### src/rtl/core_sel_sched.sv
// Run-time VGA source scheduler: switches among N_CORES demo cores at frame boundaries.
// Optional macro AUTO_CYCLE_EN advances to the next core every AUTO_FRAMES frames in RUN.
module core_sel_sched #(
  parameter int N_CORES      = 4,
  parameter int DEB_CYCLES   = 250000,
  parameter int RST_CYCLES   = 16,
  parameter int BLANK_FRAMES = 2,
  parameter int AUTO_FRAMES  = 600
) (
  input  logic                   clk,
  input  logic                   reset,
  input  logic [3:0]             keys,
  input  logic [N_CORES-1:0]     core_hsync,
  input  logic [N_CORES-1:0]     core_vsync,
  input  logic [3*N_CORES-1:0]   core_rgb,
  output logic [N_CORES-1:0]     core_reset,
  output logic                   hsync,
  output logic                   vsync,
  output logic [2:0]             rgb,
  output logic [1:0]             sel,
  output logic                   busy
);

  typedef enum logic [1:0] {RUN = 2'd0, WAIT_VS = 2'd1, RST_HOLD = 2'd2, BLANK = 2'd3} state_t;

  localparam int DEB_W = $clog2(DEB_CYCLES + 1);
  localparam int RST_W = $clog2(RST_CYCLES + 1);
  localparam int FRM_W = $clog2(BLANK_FRAMES + 1);
  localparam logic [DEB_W-1:0]   DEB_LAST = DEB_W'(DEB_CYCLES - 1);
  localparam logic [RST_W-1:0]   RST_LAST = RST_W'(RST_CYCLES - 1);
  localparam logic [FRM_W-1:0]   FRM_LAST = FRM_W'(BLANK_FRAMES - 1);
  localparam logic [1:0]         SEL_LAST = 2'(N_CORES - 1);
  localparam logic [N_CORES-1:0] ALL_ONES = {N_CORES{1'b1}};
  localparam logic [N_CORES-1:0] ONE_HOT0 = N_CORES'(1);

  logic [2:0]       sync1_r, sync2_r, deb_lvl_r, deb_lvl_d_r, press_s;
  logic [DEB_W-1:0] deb_cnt_r [3];
  state_t           state_r, state_nx_s;
  logic [1:0]       sel_r, sel_nx_s, target_r, target_nx_s;
  logic [N_CORES-1:0] core_reset_r, core_reset_nx_s;
  logic [RST_W-1:0] rst_cnt_r, rst_cnt_nx_s;
  logic [FRM_W-1:0] frm_cnt_r, frm_cnt_nx_s;
  logic             vs_d_r, vs_rise_s, auto_tc_s;
  logic             hsync_r, vsync_r, busy_r;
  logic [2:0]       rgb_r, rgb_sel_s;
  logic             unused_key_s;

  assign unused_key_s = keys[3];

  // Key synchronizers and per-key debounce counters
  always_ff @(posedge clk or posedge reset) begin
    if (reset) begin
      sync1_r     <= 3'b000;
      sync2_r     <= 3'b000;
      deb_lvl_r   <= 3'b000;
      deb_lvl_d_r <= 3'b000;
      for (int i = 0; i < 3; i++) deb_cnt_r[i] <= {DEB_W{1'b0}};
    end else begin
      sync1_r     <= keys[2:0];
      sync2_r     <= sync1_r;
      deb_lvl_d_r <= deb_lvl_r;
      for (int i = 0; i < 3; i++) begin
        if (sync2_r[i] == deb_lvl_r[i]) begin
          deb_cnt_r[i] <= {DEB_W{1'b0}};
        end else if (deb_cnt_r[i] == DEB_LAST) begin
          deb_cnt_r[i] <= {DEB_W{1'b0}};
          deb_lvl_r[i] <= sync2_r[i];
        end else begin
          deb_cnt_r[i] <= deb_cnt_r[i] + DEB_W'(1);
        end
      end
    end
  end

  assign press_s   = deb_lvl_r & ~deb_lvl_d_r;
  assign vs_rise_s = core_vsync[sel_r] & ~vs_d_r;
  assign rgb_sel_s = core_rgb[3*int'(sel_r) +: 3];

`ifdef AUTO_CYCLE_EN
  localparam int AUTO_W = $clog2(AUTO_FRAMES + 1);
  localparam logic [AUTO_W-1:0] AUTO_LAST = AUTO_W'(AUTO_FRAMES - 1);
  logic [AUTO_W-1:0] auto_cnt_r;

  assign auto_tc_s = (state_r == RUN) && vs_rise_s && (auto_cnt_r == AUTO_LAST);

  // Frame counter for automatic advance; cleared by presses and whenever RUN is left
  always_ff @(posedge clk or posedge reset) begin
    if (reset) begin
      auto_cnt_r <= {AUTO_W{1'b0}};
    end else if ((state_nx_s != RUN) || (|press_s)) begin
      auto_cnt_r <= {AUTO_W{1'b0}};
    end else if (vs_rise_s) begin
      auto_cnt_r <= auto_cnt_r + AUTO_W'(1);
    end else begin
      auto_cnt_r <= auto_cnt_r;
    end
  end
`else
  logic unused_auto_s;
  assign unused_auto_s = (AUTO_FRAMES > 0);
  assign auto_tc_s     = 1'b0;
`endif

  // Next-state and datapath decisions; restart outranks next, next outranks prev
  always_comb begin
    state_nx_s      = state_r;
    sel_nx_s        = sel_r;
    target_nx_s     = target_r;
    core_reset_nx_s = core_reset_r;
    rst_cnt_nx_s    = rst_cnt_r;
    frm_cnt_nx_s    = frm_cnt_r;
    case (state_r)
      RUN: begin
        if (press_s[2]) begin
          target_nx_s = sel_r;
          state_nx_s  = WAIT_VS;
        end else if (press_s[0] || auto_tc_s) begin
          target_nx_s = (sel_r == SEL_LAST) ? 2'd0 : sel_r + 2'd1;
          state_nx_s  = WAIT_VS;
        end else if (press_s[1]) begin
          target_nx_s = (sel_r == 2'd0) ? SEL_LAST : sel_r - 2'd1;
          state_nx_s  = WAIT_VS;
        end else begin
          state_nx_s = RUN;
        end
      end
      WAIT_VS: begin
        if (vs_rise_s) begin
          sel_nx_s        = target_r;
          core_reset_nx_s = ALL_ONES;
          rst_cnt_nx_s    = {RST_W{1'b0}};
          state_nx_s      = RST_HOLD;
        end else begin
          state_nx_s = WAIT_VS;
        end
      end
      RST_HOLD: begin
        if (rst_cnt_r == RST_LAST) begin
          core_reset_nx_s = ALL_ONES & ~(ONE_HOT0 << sel_r);
          frm_cnt_nx_s    = {FRM_W{1'b0}};
          state_nx_s      = BLANK;
        end else begin
          rst_cnt_nx_s = rst_cnt_r + RST_W'(1);
        end
      end
      BLANK: begin
        if (vs_rise_s && (frm_cnt_r == FRM_LAST)) begin
          state_nx_s = RUN;
        end else if (vs_rise_s) begin
          frm_cnt_nx_s = frm_cnt_r + FRM_W'(1);
        end else begin
          state_nx_s = BLANK;
        end
      end
      default: begin
        state_nx_s      = RST_HOLD;
        sel_nx_s        = 2'd0;
        target_nx_s     = 2'd0;
        core_reset_nx_s = ALL_ONES;
        rst_cnt_nx_s    = {RST_W{1'b0}};
        frm_cnt_nx_s    = {FRM_W{1'b0}};
      end
    endcase
  end

  // Control state and registered outputs
  always_ff @(posedge clk or posedge reset) begin
    if (reset) begin
      state_r      <= RST_HOLD;
      sel_r        <= 2'd0;
      target_r     <= 2'd0;
      core_reset_r <= ALL_ONES;
      rst_cnt_r    <= {RST_W{1'b0}};
      frm_cnt_r    <= {FRM_W{1'b0}};
      vs_d_r       <= 1'b0;
      hsync_r      <= 1'b0;
      vsync_r      <= 1'b0;
      rgb_r        <= 3'b000;
      busy_r       <= 1'b1;
    end else begin
      state_r      <= state_nx_s;
      sel_r        <= sel_nx_s;
      target_r     <= target_nx_s;
      core_reset_r <= core_reset_nx_s;
      rst_cnt_r    <= rst_cnt_nx_s;
      frm_cnt_r    <= frm_cnt_nx_s;
      vs_d_r       <= core_vsync[sel_r];
      hsync_r      <= core_hsync[sel_r];
      vsync_r      <= core_vsync[sel_r];
      rgb_r        <= (state_r == RUN) ? rgb_sel_s : 3'b000;
      busy_r       <= (state_nx_s != RUN);
    end
  end

  assign core_reset = core_reset_r;
  assign hsync      = hsync_r;
  assign vsync      = vsync_r;
  assign rgb        = rgb_r;
  assign sel        = sel_r;
  assign busy       = busy_r;

endmodule

### config.mk
export PLATFORM = sky130hd
export DESIGN_NAME = core_sel_sched
export DESIGN_NICKNAME = d
export VERILOG_FILES = /design/src/rtl/core_sel_sched.sv
export SDC_FILE = /design/constraint.sdc
export NUM_CORES = 1
export LEC_CHECK = 0
export CAP_MARGIN = 20
export CELL_PAD_IN_SITES_DETAIL_PLACEMENT = 1
export CELL_PAD_IN_SITES_GLOBAL_PLACEMENT = 1
export CORE_MARGIN = 2
export CORE_UTILIZATION = 45
export CTS_BUF_LIST = sky130_fd_sc_hd__clkbuf_8 sky130_fd_sc_hd__clkbuf_16
export DETAILED_ROUTE_END_ITERATION = 7
export GPL_TIMING_DRIVEN = 0
export PLACE_DENSITY_LB_ADDON = 0.1
export SLEW_MARGIN = 20
export SYNTH_ARGS = -nofsm -noshare
export SYNTH_HDL_FRONTEND = slang
export SYNTH_SLANG_ARGS = --single-unit
### constraint.sdc
create_clock -name clk -period 7.8 [get_ports clk]
set_input_delay 1.17 -clock clk [delete_from_list [all_inputs] [get_ports clk]]
set_output_delay 1.17 -clock clk [all_outputs]
set_load 0.01 [all_outputs]
==> results of run 1 <==
==> cells by family (layout without fill, tap and decap cells) <==
group           Yosys count  count (layout)  synth area share, %
fa+ha+maj                10              10                 2.94
simple gates            177             177                 21.5
buf+inv                  27              80                 2.67
xor+xnor                 49              49                 10.1
compound gates           33              33                 6.02
flops                    89              89                 52.4
mux                      12              12                 4.37
==> per-layer routing <==
metal	track usage (%)	up-vias	share of wire [%]
li1	-	1475	-
met1	23.2	1529	44
met2	32.3	54	50
met3	5.94	10	4.9
met4	5.41	0	1.2
met5	0	-	0
==> final timing paths <==
check,from,to,slack (ns),cells after the start
min,sync1_r[0],sync2_r[0],0.36,0
max reg2reg,deb_cnt_r[36],deb_cnt_r[48],5.63,5
min reg2reg,sync1_r[0],sync2_r[0],0.36,0
min in group asynchronous,reset,deb_cnt_r[39],1.18,2
max,core_reset[0],core_reset[0],5.20,1
max in group asynchronous,reset,core_reset[3],5.96,3
==> synthesized netlist by cell type, types with 4 or more instances <==
cell,count,share of area (%)
inv_1,21,1.8
dfstp_2,6,3.7
nor2b_1,6,0.88
and3_1,5,0.73
nor4_1,18,2.6
nor3_1,15,1.8
ha_1,10,2.9
xor2_1,10,2.1
and2_1,4,0.59
nand3_1,19,2.2
xnor2_1,39,8.0
nand4_1,13,1.9
nand2_1,15,1.3
a21oi_1,12,1.4
buf_2,4,0.47
dfrtp_1,83,49
mux4_2,5,2.6
nor2_1,66,5.8
mux2i_1,4,0.94
o21ai_0,9,1.1
==> sequential cells by signal, summed over array words and instances (netlist names) <==
name	flops
deb_cnt_r	54
rst_cnt_r	5
core_reset	4
deb_lvl_d_r	3
deb_lvl_r	3
rgb	3
sync1_r	3
sync2_r	3
frm_cnt_r	2
sel	2
state_r	2
target_r	2
busy	1
hsync	1
vsync	1
==> cell usage in the layout (no fill, tap or decap), types with 4 or more instances in the layout <==
master	count
o21ai_0	9
nor2b_1	6
clkbuf_8	9
and2_1	4
nand3_1	19
nor2_1	66
mux4_2	5
mux2i_1	4
a21oi_1	12
nor4_1	18
nand2_1	15
dfrtp_1	83
dfstp_2	6
ha_1	10
clkdlybuf4s50_1	36
xnor2_1	39
inv_1	20
nand4_1	13
xor2_1	10
nor3_1	15
and3_1	5
buf_2	4
==> worst reg2reg max path: cells and delay by family, from the launching register on <==
kind / cells / cell delay, ns
compound gates: 1 / 0.71
flops: 1 / 0.41
simple gates: 2 / 0.38
buf+inv: 1 / 0.34
fa+ha+maj: 1 / 0.22
==> where the power goes <==
| part | switching (mW) | total [mW] | internal [mW] | leakage (nW) |
|---|---|---|---|---|
| Clock | 0.165 | 0.345 | 0.180 | 0.106 |
| Combinational | 0.132 | 0.273 | 0.141 | 0.793 |
| Sequential | 0.0382 | 0.562 | 0.524 | 1.18 |
| Total | 0.335 | 1.18 | 0.846 | 2.08 |
==> cell type report <==
cell class | instances | area (um2)
Fill cell | 995 | 4190
Sequential cell | 89 | 2230
Multi-Input combinational cell | 281 | 1910
Timing Repair Buffer | 37 | 388
Tap cell | 111 | 139
Clock buffer | 9 | 124
Clock inverter | 7 | 93.8
Inverter | 21 | 81.3
Buffer | 6 | 35.0
==> through the flow <==
step / power [mW] / instances / hold slack [ns]
2_1_floorplan: 0.734 / 397 / 0.331
3_3_place_gp: 0.834 / 544 / 0.336
3_5_place_dp: 0.850 / 545 / 0.336
4_1_cts: 1.20 / 561 / 0.358
5_1_grt: 1.26 / 561 / 0.369
6_report: 1.18 / 561 / 0.355
==> results.cfg, run 1 <==
[status]
outcome = finished, final reports clean

[clock_network]
cts_tree = yes
hold_buffers = 0
ctsLongestPathBuffers = 2
cts_max_level = 3
cts.clk_slew.worst_paths_ns = 0.09
ctsResizeCount = 0
cts.sinks = 89
insertion_delay_ns = 0.36
numCtsBuffers = 9
clock-root-buffer = clkbuf_8
cts_post_setup_buffers_inserted = 0

[pwr]
ir_worst_vdd_uv = 96.4
p_leak_nw = 2.08
power_density_nw_per_um2 = 236

[floorplan]
initial_core_util_pct = 46.4
die_w_um = 101
rows = 35
die_h_um = 101
dieArea_um2 = 10300
coreArea_um2 = 9200
boundaryPins = 38

[yosys]
syn_nets = 433
synth_cell_types = 39
netlist_area_um2 = 4260
yosysSeqAreaShare_pct = 52.4
syn_inst = 397
ys_warn_count = 0
synth_edf_count = 0
syn_area_per_cell_um2 = 10.7
synth_seq_cells = 89
async_flop_share_pct = 100
synthFlopType = dfrtp_1

[critical_path]
crit_path_cell_trace = clkdlybuf4s50_1
cpPeakStageDelay_ns = 0.54
worstPathArrival_ns = 1.43
crit_path_top_delay_cell = dfstp_2
criticalPathCategory = reg -> out
cp_max_fo = 2
crit_buf_inv = 1
endpoint_kind = output port
start_kind = flip-flop
crit_family = flip-flops
worstPathRequired_ns = 6.63

[routing]
drc = 0
final_antenna_net_count = 0
wl_per_cell_um = 15.7
wl_mm = 8.80
drt_first_pass_iters = 4
route.vias.total = 3068
drtIter0Drc = 66
vias_per_cell = 5.47

[sta]
clock.fmax_mhz = 385
finalSetupViolations = 0
finClkSkew_ns = 0.00609
fin_crit_sh_pct = 33.3
timing.final.crit_period_ns = 2.60
drv_slew = 0
maxSlewHeadroom_pct = 55.2
fin_ws_ns = 5.20
hold_viol_final = 0
tightest_slew_ns = 0.666
rsz0062_at_grt = no
setup_tns_ns = 0

[finish]
diodes = 0
fin_area_um2 = 5010
final_nets = 481
area_delta_synth_final_pct = 17.5
utilization_pct = 54.5
layout-drive-gt1-share_pct = 11.1

[hold_path]
hp-class = reg -> reg

[global_route]
overflow = 0
grt_start_max_net_pins = 56
grt_pass1_vias = 3269
antenna_found_initial = 0
grt_pass1_wl_mm = 15.3
grt.total_usage_pct = 18.9

[placed_design]
dp.final_hpwl_mm = 6.38
port_buffers = 36
routabilityCongestion = 0.775
pre_cts_slack_ns = 4.90
place_area_um2 = 4790

[run]
maxCapViolCount = 0
(Power assumes the default switching activity.)
==> inputs of run 2 (changes only) <==
clock period = 2.7 ns   (was 7.8 ns; I/O delays follow)
==> run 2 against run 1 <==
Worst hold slack improved by 0.0074 ns. Combinational power grew to 2.9 times the previous value. Global-route usage barely moved. Register-to-register slack lost 5.1 ns. Critical path depth is 4 higher. Critical endpoint is now deb_cnt_r[49]. Largest cell class unchanged.
==> results.cfg, run 2 (synthesis results as in run 1) <==
[global_route]
grt.total_usage_pct = 18.9
grt_pass1_wl_mm = 15.3
overflow = 0
grt_pass1_vias = 3201
grtUsageMet1_pct = 24.7
antenna_found_initial = 0
globalRoute.busiestLayer = met2
use_met3_pct = 4.76
grt_start_max_net_pins = 29
use_met2_pct = 31.2

[critical_path]
timing.rr.start = deb_cnt_r[36]
cp_max_fo = 10
criticalPathCategory = reg -> reg
start_kind = flip-flop
crit_end = deb_cnt_r[49]
timing.rr.end = deb_cnt_r[49]
reg2regPathDepth = 5
crit_path_cell_trace = ha_1 -> nand3_1 -> o41ai_4 -> buf_2 -> nor2_1
crit_path_top_delay_cell = o41ai_4
crit_start = deb_cnt_r[36]
endpoint_kind = flip-flop
worstPathArrival_ns = 2.40
cpPeakStageDelay_ns = 0.69
reg2reg_slack_ns = 0.55
worstPathRequired_ns = 2.96

[sta]
maxSlewHeadroom_pct = 54.7
finalSetupViolations = 0
clock.fmax_mhz = 466
timing.final.crit_period_ns = 2.15
drv_slew = 0
fin_crit_sh_pct = 79.5
tightest_slew_ns = 0.673
hold_viol_final = 0
setup_tns_ns = 0
rsz0062_at_grt = no
finClkSkew_ns = 0.00984

[floorplan]
die_h_um = 101
rows = 35
boundaryPins = 38
die_w_um = 101
initial_core_util_pct = 46.4
dieArea_um2 = 10300
coreArea_um2 = 9200

[pwr]
power_density_nw_per_um2 = 674
ir_worst_vdd_uv = 347
p_leak_nw = 2.09
p_seq_share_pct = 47.9
clkPwrFrac_pct = 28.9
p_total_mw = 3.40
switchingPower_mw = 0.986
p_int_mw = 2.41
switching_share_pct = 29.0
combPwrFrac_pct = 23.2

[clock_network]
cts_post_setup_buffers_inserted = 0
hold_buffers = 0
insertion_delay_ns = 0.37
numCtsBuffers = 9
cts_max_level = 3
clock-root-buffer = clkbuf_8
cts_tree = yes
cts.clk_slew.worst_paths_ns = 0.09
cts.sinks = 89
ctsLongestPathBuffers = 2
ctsResizeCount = 0

[finish]
area_delta_synth_final_pct = 18.4
fillers = 1019
max_flop_register = deb_cnt_r
layout_commonest_cell = dfrtp_1
layout_common_cells = dfrtp_1 (83), nor2_1 (66), xnor2_1 (39), clkdlybuf4s50_1 (36), inv_1 (20)
fin_area_um2 = 5050
diodes = 0
final_nets = 483
largest_reg_flops = 54
layout-drive-gt1-share_pct = 11.5

[routing]
wl_mm = 8.79
vias_per_cell = 5.44
drt_first_pass_iters = 4
drc = 0
route.vias.total = 3060
wl_per_cell_um = 15.6
drtIter0Drc = 48
final_antenna_net_count = 0

[status]
outcome = finished, final reports clean

[placed_design]
port_buffers = 36
routabilityCongestion = 0.742
place_area_um2 = 4830
dp.final_hpwl_mm = 6.46

[run]
maxCapViolCount = 0

[hold_path]
hp-class = reg -> reg
-- run 2: worst min-delay path by stage --
stage                          start         end  slack [ns]  depth (start not counted)
final                     sync1_r[0]  sync2_r[0]        0.36                          0
after global routing      sync1_r[0]  sync2_r[0]        0.37                          0
after CTS                 sync1_r[0]  sync2_r[0]        0.36                          0
after detailed placement  sync1_r[0]  sync2_r[0]        0.34                          0
after global placement    sync1_r[0]  sync2_r[0]        0.33                          0
after floorplan           sync1_r[0]  sync2_r[0]        0.33                          0
-- run 2: power groups by stage --
stage | sequential (mW) | combinational, mW | clock (mW)
after floorplan | 1.67 | 0.453 | 0
after global placement | 1.65 | 0.763 | 0
after detailed placement | 1.66 | 0.804 | 0
after CTS | 1.63 | 0.809 | 1.02
after global routing | 1.65 | 0.888 | 1.06
final | 1.63 | 0.787 | 0.984
-- run 2: per-stage QoR --
| step | hold WS (ns) | instances | utilization (%) | setup slack (ns) |
|---|---|---|---|---|
| after global placement | 0.334 | 544 | 51.8 | 0.261 |
| after floorplan | 0.331 | 397 | - | 0.852 |
| after global routing | 0.374 | 563 | 54.9 | 0.337 |
| after detailed placement | 0.337 | 547 | 52.6 | 0.522 |
| after CTS | 0.361 | 563 | 54.9 | 0.510 |
| final | 0.363 | 563 | 54.9 | 0.553 |
-- run 2: layer usage --
| layer | vias to the layer above | share of wire, % |
|---|---|---|
| li1 | 1480 | - |
| met1 | 1529 | 47 |
| met2 | 43 | 48 |
| met3 | 8 | 3.6 |
| met4 | 0 | 1.4 |
| met5 | - | 0 |
-- run 2: area by class of cell --
class,count,area [um2],area share (%)
sequential,89,2230,44.3
clock buffer,11,151,3.00
clock inverter,5,61.3,1.21
tap,111,139,2.75
multi-input combinational,281,1910,37.9
buffer,6,35.0,0.694
inverter,21,82.6,1.64
timing repair buffer,39,428,8.48
-- run 2: critical path, delay by kind of cell (launching register included) --
kind | cells | cell delay (ns)
AO/OA/AOI/OAI | 1 | 0.69
AND/OR/NAND/NOR | 2 | 0.40
flip-flops | 1 | 0.39
buffers and inverters | 1 | 0.34
adder cells (fa/ha/maj) | 1 | 0.22
==> inputs of run 3 (changes only) <==
clock period = 2.05 ns   (was 2.7 ns; I/O delays follow)
==> run 3 against run 2 <==
Critical endpoint is now rst_cnt_r[3]. Largest cell class unchanged. Largest power group unchanged. Sequential share of layout area shrank 0.48 points. Power grew 32%. Setup slack lost 0.41 ns.
==> results.cfg, run 3 (synthesis results as in run 1) <==
[finish]
utilization_pct = 55.5
final_nets = 487
diodes = 0
regArea_um2 = 2230
multiInputGateArea_um2 = 1930
fillers = 1017
largest_reg_flops = 54
layout_commonest_cell = dfrtp_1
layout_common_cells = dfrtp_1 (83), nor2_1 (65), xnor2_1 (39), clkdlybuf4s50_1 (36), inv_1 (20)
fin_area_um2 = 5100
area_delta_synth_final_pct = 19.7
max_flop_register = deb_cnt_r
layout-drive-gt1-share_pct = 12.9

[placed_design]
port_buffers = 36
dp.final_hpwl_mm = 6.46
place_area_um2 = 4830
routabilityCongestion = 0.742

[routing]
route.vias.total = 3083
wl_mm = 8.88
vias_per_cell = 5.44
final_antenna_net_count = 0
drc = 0
wl_per_cell_um = 15.7
drtIter0Drc = 46
drt_first_pass_iters = 6

[critical_path]
cp_max_fo = 6
endpoint_kind = flip-flop
criticalPathCategory = reg -> reg
worstPathRequired_ns = 2.30
worstPathArrival_ns = 2.16
start_kind = flip-flop

[clock_network]
cts.clk_slew.worst_paths_ns = 0.09
numCtsBuffers = 9
cts_tree = yes
cts_max_level = 3
cts.sinks = 89
hold_buffers = 0
clock-root-buffer = clkbuf_8
insertion_delay_ns = 0.36
ctsLongestPathBuffers = 2

[sta]
fin_crit_sh_pct = 93.1
hold_viol_final = 0
finClkSkew_ns = 0.00984
drv_slew = 0
clock.fmax_mhz = 524
finalSetupViolations = 0
timing.final.crit_period_ns = 1.91
rsz0062_at_grt = no
tightest_slew_ns = 0.690
maxSlewHeadroom_pct = 53.6

[pwr]
ir_worst_vdd_uv = 453
p_total_mw = 4.50
power_density_nw_per_um2 = 882
p_leak_nw = 2.12

[hold_path]
hp-class = in -> async

[floorplan]
coreArea_um2 = 9200
die_w_um = 101
initial_core_util_pct = 46.4
dieArea_um2 = 10300
boundaryPins = 38
die_h_um = 101
rows = 35

[global_route]
antenna_found_initial = 0
overflow = 0
grt_start_max_net_pins = 29
grt_pass1_wl_mm = 15.4
grt.total_usage_pct = 19.0
grt_pass1_vias = 3215

[status]
outcome = finished, final reports clean

[run]
maxCapViolCount = 0
run 3: cell count changes in the layout (fill, tap and decap cells not counted), sizes merged:
| cell | change |
|---|---|
| buf | +5 |
| clkbuf | -1 |
run 3: per-layer routing:
layer | track usage [%] | part of all wire [%]
met1 | 24.9 | 46
met5 | 0 | 0
met4 | 5.93 | 0.98
met3 | 4.76 | 3.8
met2 | 31.4 | 49
run 3: worst paths after layout:
kind / slack, ns / cells past startpoint / end / from
hold / removal: 0.32 / 2 / deb_cnt_r[38] / reset
setup / recovery: 0.14 / 7 / rst_cnt_r[3] / rst_cnt_r[0]
setup reg to reg: 0.14 / 7 / rst_cnt_r[3] / rst_cnt_r[0]
hold reg to reg: 0.36 / 0 / sync2_r[0] / sync1_r[0]
max in group asynchronous: 1.03 / 4 / deb_cnt_r[9] / reset
min in group clk: 0.36 / 0 / sync2_r[0] / sync1_r[0]
run 3: cell type report:
cell class	instances	area share, %
Buffer	5	0.736
Clock buffer	11	2.97
Clock inverter	5	1.20
Inverter	21	1.62
Multi-Input combinational cell	281	37.8
Sequential cell	89	43.8
Tap cell	111	2.72
Timing Repair Buffer	44	9.12
run 3: worst max-delay path, stage by stage (launching register included):
cell and delay, ns:
dfrtp_1 0.42, ha_1 0.22, and3_1 0.18, ha_1 0.24
nor3b_4 0.36, nand4_1 0.16, xor2_1 0.16, nor2_1 0.06
run 3: power breakdown:
part	leakage, nW	total (mW)	switching [mW]	internal (mW)
clock network	0.110	1.29	0.649	0.639
logic	0.833	1.04	0.474	0.567
registers	1.18	2.17	0.175	1.99
total	2.12	4.50	1.30	3.20
run 3: timing repair:
| item | 4_1_cts | 5_1_grt |
|---|---|---|
| pin swaps | 2 | 1 |
| setup endpoints to repair | 11 | 16 |
| setup buffers | 2 | 3 |
| gates resized for setup | 0 | 6 |
run 3: metrics by stage:
| stage | hold WS [ns] | TNS (ns) | worst slack [ns] | std cells |
|---|---|---|---|---|
| 2_1_floorplan | 0.331 | 0 | 0.202 | 397 |
| 3_3_place_gp | 0.334 | -24.67 | -0.291 | 544 |
| 3_5_place_dp | 0.337 | -1.09 | -0.128 | 547 |
| 4_1_cts | 0.308 | 0 | 0.0365 | 565 |
| 5_1_grt | 0.345 | 0 | 0.00257 | 567 |
| 6_report | 0.317 | 0 | 0.142 | 567 |
